$ cat config.mk
export PLATFORM = sky130hd
export DESIGN_NAME = egress_rr_arbiter_flat
export DESIGN_NICKNAME = d
export VERILOG_FILES = /design/src/rtl/egress_rr_arbiter_pkg.sv /design/src/rtl/egress_rr_arbiter_if.sv /design/src/rtl/egress_out_buffer.sv /design/src/rtl/egress_rr_arbiter.sv /design/src/flat_wrapper.sv
export SDC_FILE = /design/constraint.sdc
export NUM_CORES = 1
export LEC_CHECK = 0
export ABC_AREA = 0
export CORE_MARGIN = 2
export CORE_UTILIZATION = 47
export DETAILED_ROUTE_END_ITERATION = 10
export GPL_TIMING_DRIVEN = 1
export PLACE_DENSITY = 0.9
export SLEW_MARGIN = 20
export SYNTH_ARGS = -nofsm -noshare
export SYNTH_HDL_FRONTEND = slang
export SYNTH_HIERARCHICAL = 1
export SYNTH_SLANG_ARGS = --single-unit
$ cat constraint.sdc
create_clock -name clk -period 11 [get_ports clk]
set_clock_uncertainty 0.15 [all_clocks]
set_input_delay 3.3 -clock clk [delete_from_list [all_inputs] [get_ports clk]]
set_output_delay 3.3 -clock clk [all_outputs]
set_load 0.02 [all_outputs]
$ cat src/rtl/egress_rr_arbiter_pkg.sv
// Shared constants for the egress round-robin arbiter slice.
package egress_rr_arbiter_pkg;

    localparam int DATA_WIDTH = 12;
    localparam int NUM_PORTS  = 4;
    localparam int PORT_ID_W  = 2;

    // Two-state activity FSM encoding
    localparam logic [0:0] ST_IDLE   = 1'b0;
    localparam logic [0:0] ST_ACTIVE = 1'b1;

endpackage

$ cat src/rtl/egress_rr_arbiter_if.sv
// FIFO-side and egress-stream signals of the arbiter.
// master: arbiter side, slave: FIFOs + sink side.
interface egress_rr_arbiter_if #(
    parameter int DATA_WIDTH = egress_rr_arbiter_pkg::DATA_WIDTH
);
    logic [3:0]            fifo_empty;
    logic [DATA_WIDTH-1:0] data_in_p0;
    logic [DATA_WIDTH-1:0] data_in_p1;
    logic [DATA_WIDTH-1:0] data_in_p2;
    logic [DATA_WIDTH-1:0] data_in_p3;
    logic [3:0]            pop;
    logic [DATA_WIDTH-1:0] data_out;
    logic                  valid_out;
    logic                  ready_in;

    modport master (
        input  fifo_empty, data_in_p0, data_in_p1, data_in_p2, data_in_p3, ready_in,
        output pop, data_out, valid_out
    );

    modport slave (
        output fifo_empty, data_in_p0, data_in_p1, data_in_p2, data_in_p3, ready_in,
        input  pop, data_out, valid_out
    );
endinterface

$ cat src/rtl/egress_out_buffer.sv
// Small register FIFO holding {port_id, data} between FIFO read and egress.
// Head entry is driven straight from storage, so the egress word is registered.
module egress_out_buffer
    import egress_rr_arbiter_pkg::*;
#(
    parameter int DATA_WIDTH = egress_rr_arbiter_pkg::DATA_WIDTH,
    parameter int BUF_DEPTH  = 2,
    localparam int CNT_W     = $clog2(BUF_DEPTH + 1),
    localparam int PTR_W     = (BUF_DEPTH > 1) ? $clog2(BUF_DEPTH) : 1
) (
    input  logic                  clk,
    input  logic                  reset,
    input  logic                  enq,
    input  logic [PORT_ID_W-1:0]  enq_port,
    input  logic [DATA_WIDTH-1:0] enq_data,
    input  logic                  deq,
    output logic [CNT_W-1:0]      count,
    output logic [PORT_ID_W-1:0]  head_port,
    output logic [DATA_WIDTH-1:0] head_data,
    output logic                  head_valid
);

    logic [BUF_DEPTH-1:0][DATA_WIDTH-1:0] mem_data;
    logic [BUF_DEPTH-1:0][PORT_ID_W-1:0]  mem_port;
    logic [PTR_W-1:0]                     wr_ptr;
    logic [PTR_W-1:0]                     rd_ptr;

    // Storage write and pointer/occupancy bookkeeping
    always_ff @(posedge clk) begin
        if (reset) begin
            mem_data <= '0;
            mem_port <= '0;
            wr_ptr   <= '0;
            rd_ptr   <= '0;
            count    <= '0;
        end else begin
            if (enq) begin
                mem_data[wr_ptr] <= enq_data;
                mem_port[wr_ptr] <= enq_port;
                wr_ptr <= (wr_ptr == PTR_W'(BUF_DEPTH - 1)) ? '0 : wr_ptr + PTR_W'(1);
            end
            if (deq)
                rd_ptr <= (rd_ptr == PTR_W'(BUF_DEPTH - 1)) ? '0 : rd_ptr + PTR_W'(1);
            case ({enq, deq})
                2'b10:   count <= count + CNT_W'(1);
                2'b01:   count <= count - CNT_W'(1);
                default: count <= count;
            endcase
        end
    end

    assign head_data  = mem_data[rd_ptr];
    assign head_port  = mem_port[rd_ptr];
    assign head_valid = (count != '0);

endmodule

$ cat src/rtl/egress_rr_arbiter.sv
// Round-robin egress arbiter: pops four port FIFOs one-hot, absorbs the
// 1-cycle FIFO read latency and sink backpressure in egress_out_buffer.
// Optional per-port delivered-word counters under EGRESS_PKT_COUNT_EN.
module egress_rr_arbiter
    import egress_rr_arbiter_pkg::*;
#(
    parameter int DATA_WIDTH = egress_rr_arbiter_pkg::DATA_WIDTH,
    parameter int BUF_DEPTH  = 2,
    parameter int CNT_WIDTH  = 5
) (
    input  logic                 clk,
    input  logic                 reset,
    input  logic                 enable,
    egress_rr_arbiter_if.master  bus,
    output logic                 idle,
    input  logic                 req,
    input  logic [PORT_ID_W-1:0] idx,
    output logic [CNT_WIDTH-1:0] count_out,
    output logic                 count_valid
);

    localparam int OCC_W = $clog2(BUF_DEPTH + 1);

    logic [PORT_ID_W-1:0]  rr_ptr;
    logic [PORT_ID_W-1:0]  cand;
    logic [PORT_ID_W-1:0]  gnt_port;
    logic                  gnt_found;
    logic                  room;
    logic                  pop_fire;
    logic                  inflight;
    logic [PORT_ID_W-1:0]  inflight_port;
    logic [DATA_WIDTH-1:0] cap_data;
    logic                  deq;
    logic [OCC_W-1:0]      occ;
    logic [PORT_ID_W-1:0]  head_port;
    logic [DATA_WIDTH-1:0] head_data;
    logic                  head_valid;
    logic                  idle_cond;
    logic [0:0]            state;
    logic [0:0]            state_nxt;

    // First non-empty port at or after the RR pointer, wrapping 3->0
    always_comb begin
        gnt_found = 1'b0;
        gnt_port  = rr_ptr;
        cand      = rr_ptr;
        for (int k = 0; k < NUM_PORTS; k++) begin
            cand = rr_ptr + PORT_ID_W'(k);
            if (!gnt_found && !bus.fifo_empty[cand]) begin
                gnt_found = 1'b1;
                gnt_port  = cand;
            end
        end
    end

    // A pop is only safe if its word will find a free slot: count what stays
    // buffered after this cycle's dequeue plus the word still in flight.
    assign deq      = head_valid & bus.ready_in;
    assign room     = (32'(occ) + 32'(inflight) - 32'(deq)) < 32'(BUF_DEPTH);
    assign pop_fire = !reset && enable && gnt_found && room;

    // One-hot pop towards the port FIFOs
    always_comb begin
        bus.pop = '0;
        if (pop_fire)
            bus.pop[gnt_port] = 1'b1;
    end

    // RR pointer and in-flight tracking across the FIFO read latency
    always_ff @(posedge clk) begin
        if (reset) begin
            rr_ptr        <= '0;
            inflight      <= 1'b0;
            inflight_port <= '0;
        end else begin
            inflight <= pop_fire;
            if (pop_fire) begin
                rr_ptr        <= gnt_port + PORT_ID_W'(1);
                inflight_port <= gnt_port;
            end
        end
    end

    // Select the read data of the port popped last cycle
    always_comb begin
        cap_data = bus.data_in_p0;
        case (inflight_port)
            2'd1:    cap_data = bus.data_in_p1;
            2'd2:    cap_data = bus.data_in_p2;
            2'd3:    cap_data = bus.data_in_p3;
            default: cap_data = bus.data_in_p0;
        endcase
    end

    egress_out_buffer #(
        .DATA_WIDTH (DATA_WIDTH),
        .BUF_DEPTH  (BUF_DEPTH)
    ) u_out_buf (
        .clk        (clk),
        .reset      (reset),
        .enq        (inflight),
        .enq_port   (inflight_port),
        .enq_data   (cap_data),
        .deq        (deq),
        .count      (occ),
        .head_port  (head_port),
        .head_data  (head_data),
        .head_valid (head_valid)
    );

    assign bus.valid_out = head_valid;
    assign bus.data_out  = head_data;

    assign idle_cond = !head_valid && !inflight && (&bus.fifo_empty);
    assign idle      = idle_cond;

    // Activity FSM next state; kept for observation, grant does not use it
    always_comb begin
        state_nxt = state;
        case (state)
            ST_IDLE:   if (enable && !(&bus.fifo_empty)) state_nxt = ST_ACTIVE;
            ST_ACTIVE: if (idle_cond) state_nxt = ST_IDLE;
            default:   state_nxt = ST_IDLE;
        endcase
    end

    // Activity FSM state register
    always_ff @(posedge clk) begin
        if (reset) state <= ST_IDLE;
        else       state <= state_nxt;
    end

`ifdef EGRESS_PKT_COUNT_EN
    logic [NUM_PORTS-1:0][CNT_WIDTH-1:0] pkt_cnt;

    // Count accepted words per source port; wraps naturally
    always_ff @(posedge clk) begin
        if (reset)
            pkt_cnt <= '0;
        else if (deq)
            pkt_cnt[head_port] <= pkt_cnt[head_port] + CNT_WIDTH'(1);
    end

    // Counter read port: value sampled before any same-cycle increment
    always_ff @(posedge clk) begin
        if (reset) begin
            count_valid <= 1'b0;
            count_out   <= '0;
        end else begin
            count_valid <= req;
            count_out   <= req ? pkt_cnt[idx] : '0;
        end
    end
`else
    logic unused_cnt_in;
    assign unused_cnt_in = ^{req, idx, head_port};
    assign count_out     = '0;
    assign count_valid   = 1'b0;
`endif

endmodule

$ cat src/flat_wrapper.sv
// flat-port wrapper written by rule: the top's interface ports become plain ports
module egress_rr_arbiter_flat import egress_rr_arbiter_pkg::*;
#(
    parameter int DATA_WIDTH = egress_rr_arbiter_pkg::DATA_WIDTH,
    parameter int BUF_DEPTH  = 2,
    parameter int CNT_WIDTH  = 5
)
  (clk, reset, enable, idle, req, idx, count_out, count_valid, bus_fifo_empty, bus_data_in_p0, bus_data_in_p1, bus_data_in_p2, bus_data_in_p3, bus_ready_in, bus_pop, bus_data_out, bus_valid_out);
  egress_rr_arbiter_if #(.DATA_WIDTH(DATA_WIDTH)) bus_i ();
  input  logic clk;
  input  logic reset;
  input  logic enable;
  output logic idle;
  input  logic req;
  input  logic [PORT_ID_W-1:0] idx;
  output logic [CNT_WIDTH-1:0] count_out;
  output logic count_valid;
  input wire logic [$bits(bus_i.fifo_empty)-1:0] bus_fifo_empty;
  input wire logic [$bits(bus_i.data_in_p0)-1:0] bus_data_in_p0;
  input wire logic [$bits(bus_i.data_in_p1)-1:0] bus_data_in_p1;
  input wire logic [$bits(bus_i.data_in_p2)-1:0] bus_data_in_p2;
  input wire logic [$bits(bus_i.data_in_p3)-1:0] bus_data_in_p3;
  input wire logic [$bits(bus_i.ready_in)-1:0] bus_ready_in;
  output wire logic [$bits(bus_i.pop)-1:0] bus_pop;
  output wire logic [$bits(bus_i.data_out)-1:0] bus_data_out;
  output wire logic [$bits(bus_i.valid_out)-1:0] bus_valid_out;
  assign bus_i.fifo_empty = bus_fifo_empty;
  assign bus_i.data_in_p0 = bus_data_in_p0;
  assign bus_i.data_in_p1 = bus_data_in_p1;
  assign bus_i.data_in_p2 = bus_data_in_p2;
  assign bus_i.data_in_p3 = bus_data_in_p3;
  assign bus_i.ready_in = bus_ready_in;
  assign bus_pop = bus_i.pop;
  assign bus_data_out = bus_i.data_out;
  assign bus_valid_out = bus_i.valid_out;
  egress_rr_arbiter #(.DATA_WIDTH(DATA_WIDTH), .BUF_DEPTH(BUF_DEPTH), .CNT_WIDTH(CNT_WIDTH)) u_core (.clk(clk), .reset(reset), .enable(enable), .bus(bus_i), .idle(idle), .req(req), .idx(idx), .count_out(count_out), .count_valid(count_valid));
endmodule
==> summary.txt <==
Setup path
  – CP required: approximately 7.6 ns
  – Worst reg2reg path endpoint: u_core/rr_ptr[0]
  – Flop2flop setup slack: 8.31 ns
  – Max FO, Critical Path: 7
  – Startpoint Class: primary input
  – Reg2reg start: u_core/u_out_buf/count[0]
  – Crit path capture type: primary output
  – Setup CP Type: primary input to primary output
  – R2R cell count: 9
  – Worst Path Arrival: a little over 6 ns

Job
  – Maxcap violations: 0

Power and ir drop
  – VDD IR-drop max: 0.1090 mV
  – Pwr Density: roughly 180 mW/mm²
  – Leakage power: slightly above 1 nW

Cells and area
  – Final #Nets: 351
  – Area grow syn2layout: 40.60%
  – Layout cell share with drive strength beyond 1: a little over an eighth
  – Layout Utilization: 69.00%
  – Antenna cells: 0
  – Fill count: about 320

Place
  – Count of input and output buffers: 73
  – Post-DP HPWL: between 3 and 4 mm
  – Routability congestion estimate: between 0.7 and 0.8

STA
  – Fin. max-slew vios: 0
  – FMAX: 0.1053 GHz
  – Min cycle time layout: 9.500 ns
  – Slew headroom: 45.42%
  – Final Cycle Share: 86.36%
  – Final TNS setup: 0 ns
  – Final hold violations: 0
  – Worst-margin pin slew: between 0.8 and 0.9 ns
  – Final setup vio count: 0
  – RSZ-0062 raised after global routing: no

Drt
  – Drt first pass iters: 4
  – Drt initial violations: 91
  – Antenna viol nets, final: 0
  – DRC viols: 0
  – Wirelength, routed: 4.769 mm
  – Via-to-Cell Ratio: 5.321
  – Total number of vias: 1788
  – Average wire per standard cell: roughly 14 µm

Floorplanning
  – I/O Pins: 83
  – Starting density of the core: 49.08%
  – Site Rows: 23
  – Die area: 0.004710 mm²
  – Core Box Area: 0.004000 mm²
  – Die height: a little under 70 µm
  – Die X: roughly 69 µm

Global routing
  – Initial antenna violation count: 0
  – First-pass GRT wire length: 6.906 mm
  – GRT Util Overall: 20.27%
  – Number of global-route vias before repair: approximately 1500
  – Pin count of the biggest net entering global routing: 33
  – Grt total ovfl: 0

CTS
  – CTS tree: built
  – # resized after CTS: 0
  – Post-CTS setup buffers: 0
  – CTS root buf: clkbuf_8
  – CTS Buf Count: 5
  – Cts hold-fix bufs: 0
  – CTS H-Tree Depth: 2
  – Sink Count: 33
  – Clk pin slew, worst setup/hold paths: 0.06 ns
  – Clock Tree Buf Depth: 2
  – Clk_lat worst skew: 0.29 ns

Synth
  – Warnings from Yosys: 6
  – Post-Synthesis Cells: 218
  – Avg Inst Size Synth: 9.005 µm²
  – Post-Syn Area: 0.001963 mm²

Hold path
  – Min-delay src: u_core/u_out_buf/mem_data[23]
  – Worst hold stages: 2
  – Hold Path Class: register to register
  – Hold endpoint: u_core/u_out_buf/mem_data[23]

Outcome
  – Outcome: finished, final reports clean
[how the worst max path moves through the flow]
| stage | startpoint | end | depth (start not counted) |
|---|---|---|---|
| finish | bus_ready_in | bus_pop[0] | 9 |
| global route | bus_ready_in | bus_pop[0] | 9 |
| CTS | bus_ready_in | bus_pop[0] | 9 |
| detailed placement | bus_ready_in | bus_pop[0] | 9 |
| global placement | bus_ready_in | bus_pop[0] | 9 |
| floorplan | bus_ready_in | bus_pop[0] | 8 |
[critical path: stages]
cell	delay [ns]
clkdlybuf4s50_1	0.48
nand2_1	0.08
or2_1	0.26
a21boi_1	0.21
fa_1	0.46
nor2_1	0.15
and3_1	0.31
and3_1	0.19
clkdlybuf4s50_1	0.60
[per-stage QoR]
stage / power [mW] / cell area, µm² / hold WS, ns / setup slack (ns) / std cells
final: 0.4976 / 2760 / 0.3023 / 1.501 / 336
after global routing: 0.5278 / 2760 / 0.3158 / 1.325 / 336
after CTS: 0.4997 / 2760 / 0.3048 / 1.499 / 336
after detailed placement: 0.4082 / 2674 / 0.2964 / 1.521 / 329
after global placement: 0.4000 / 2674 / 0.2880 / 1.642 / 329
after floorplan: 0.3350 / 1982 / 0.2778 / 2.648 / 223
[area by class of cell]
class	count	area [µm²]	area share [%]
clock buffer	7	86.33	3.128
multi-input combinational	165	1185	42.93
inverter	7	27.53	0.9973
sequential	33	660.6	23.93
tap	50	62.56	2.267
timing repair buffer	74	738.2	26.75
[registers in the layout, indices dropped and copies added, names as in the netlist]
name,flops
u_core/inflight_port,2
u_core/u_out_buf/mem_data,24
u_core/u_out_buf/count,2
u_core/rr_ptr,2
u_core/u_out_buf/wr_ptr,1
u_core/inflight,1
u_core/u_out_buf/rd_ptr,1
[routing by layer]
layer / vias up / global-route usage, % / routed length (µm)
met5: - / 0 / 0
met4: 0 / 8.250 / 85
met3: 8 / 6.006 / 265
met2: 63 / 33.17 / 2458
met1: 832 / 24.82 / 1959
li1: 885 / - / -
[power breakdown]
group          total, mW  internal (mW)  switching, mW
combinational      0.227          0.120          0.106
clock             0.0914         0.0496         0.0418
sequential         0.180          0.142         0.0373
[cell usage in the layout, fill, tap and decap left out, drive strengths merged, types with 2 or more instances in the layout]
| cell | instances |
|---|---|
| and3 | 5 |
| inv | 6 |
| or2 | 2 |
| clkdlybuf4s50 | 73 |
| xnor2 | 2 |
| nand3 | 2 |
| nand2b | 5 |
| conb | 6 |
| ha | 5 |
| dfxtp | 33 |
| mux4 | 12 |
| nor2 | 6 |
| a21oi | 30 |
| nand2 | 52 |
| clkbuf | 7 |
| mux2 | 12 |
| o21ai | 7 |
Note: power is estimated with default switching activity, not from simulation.
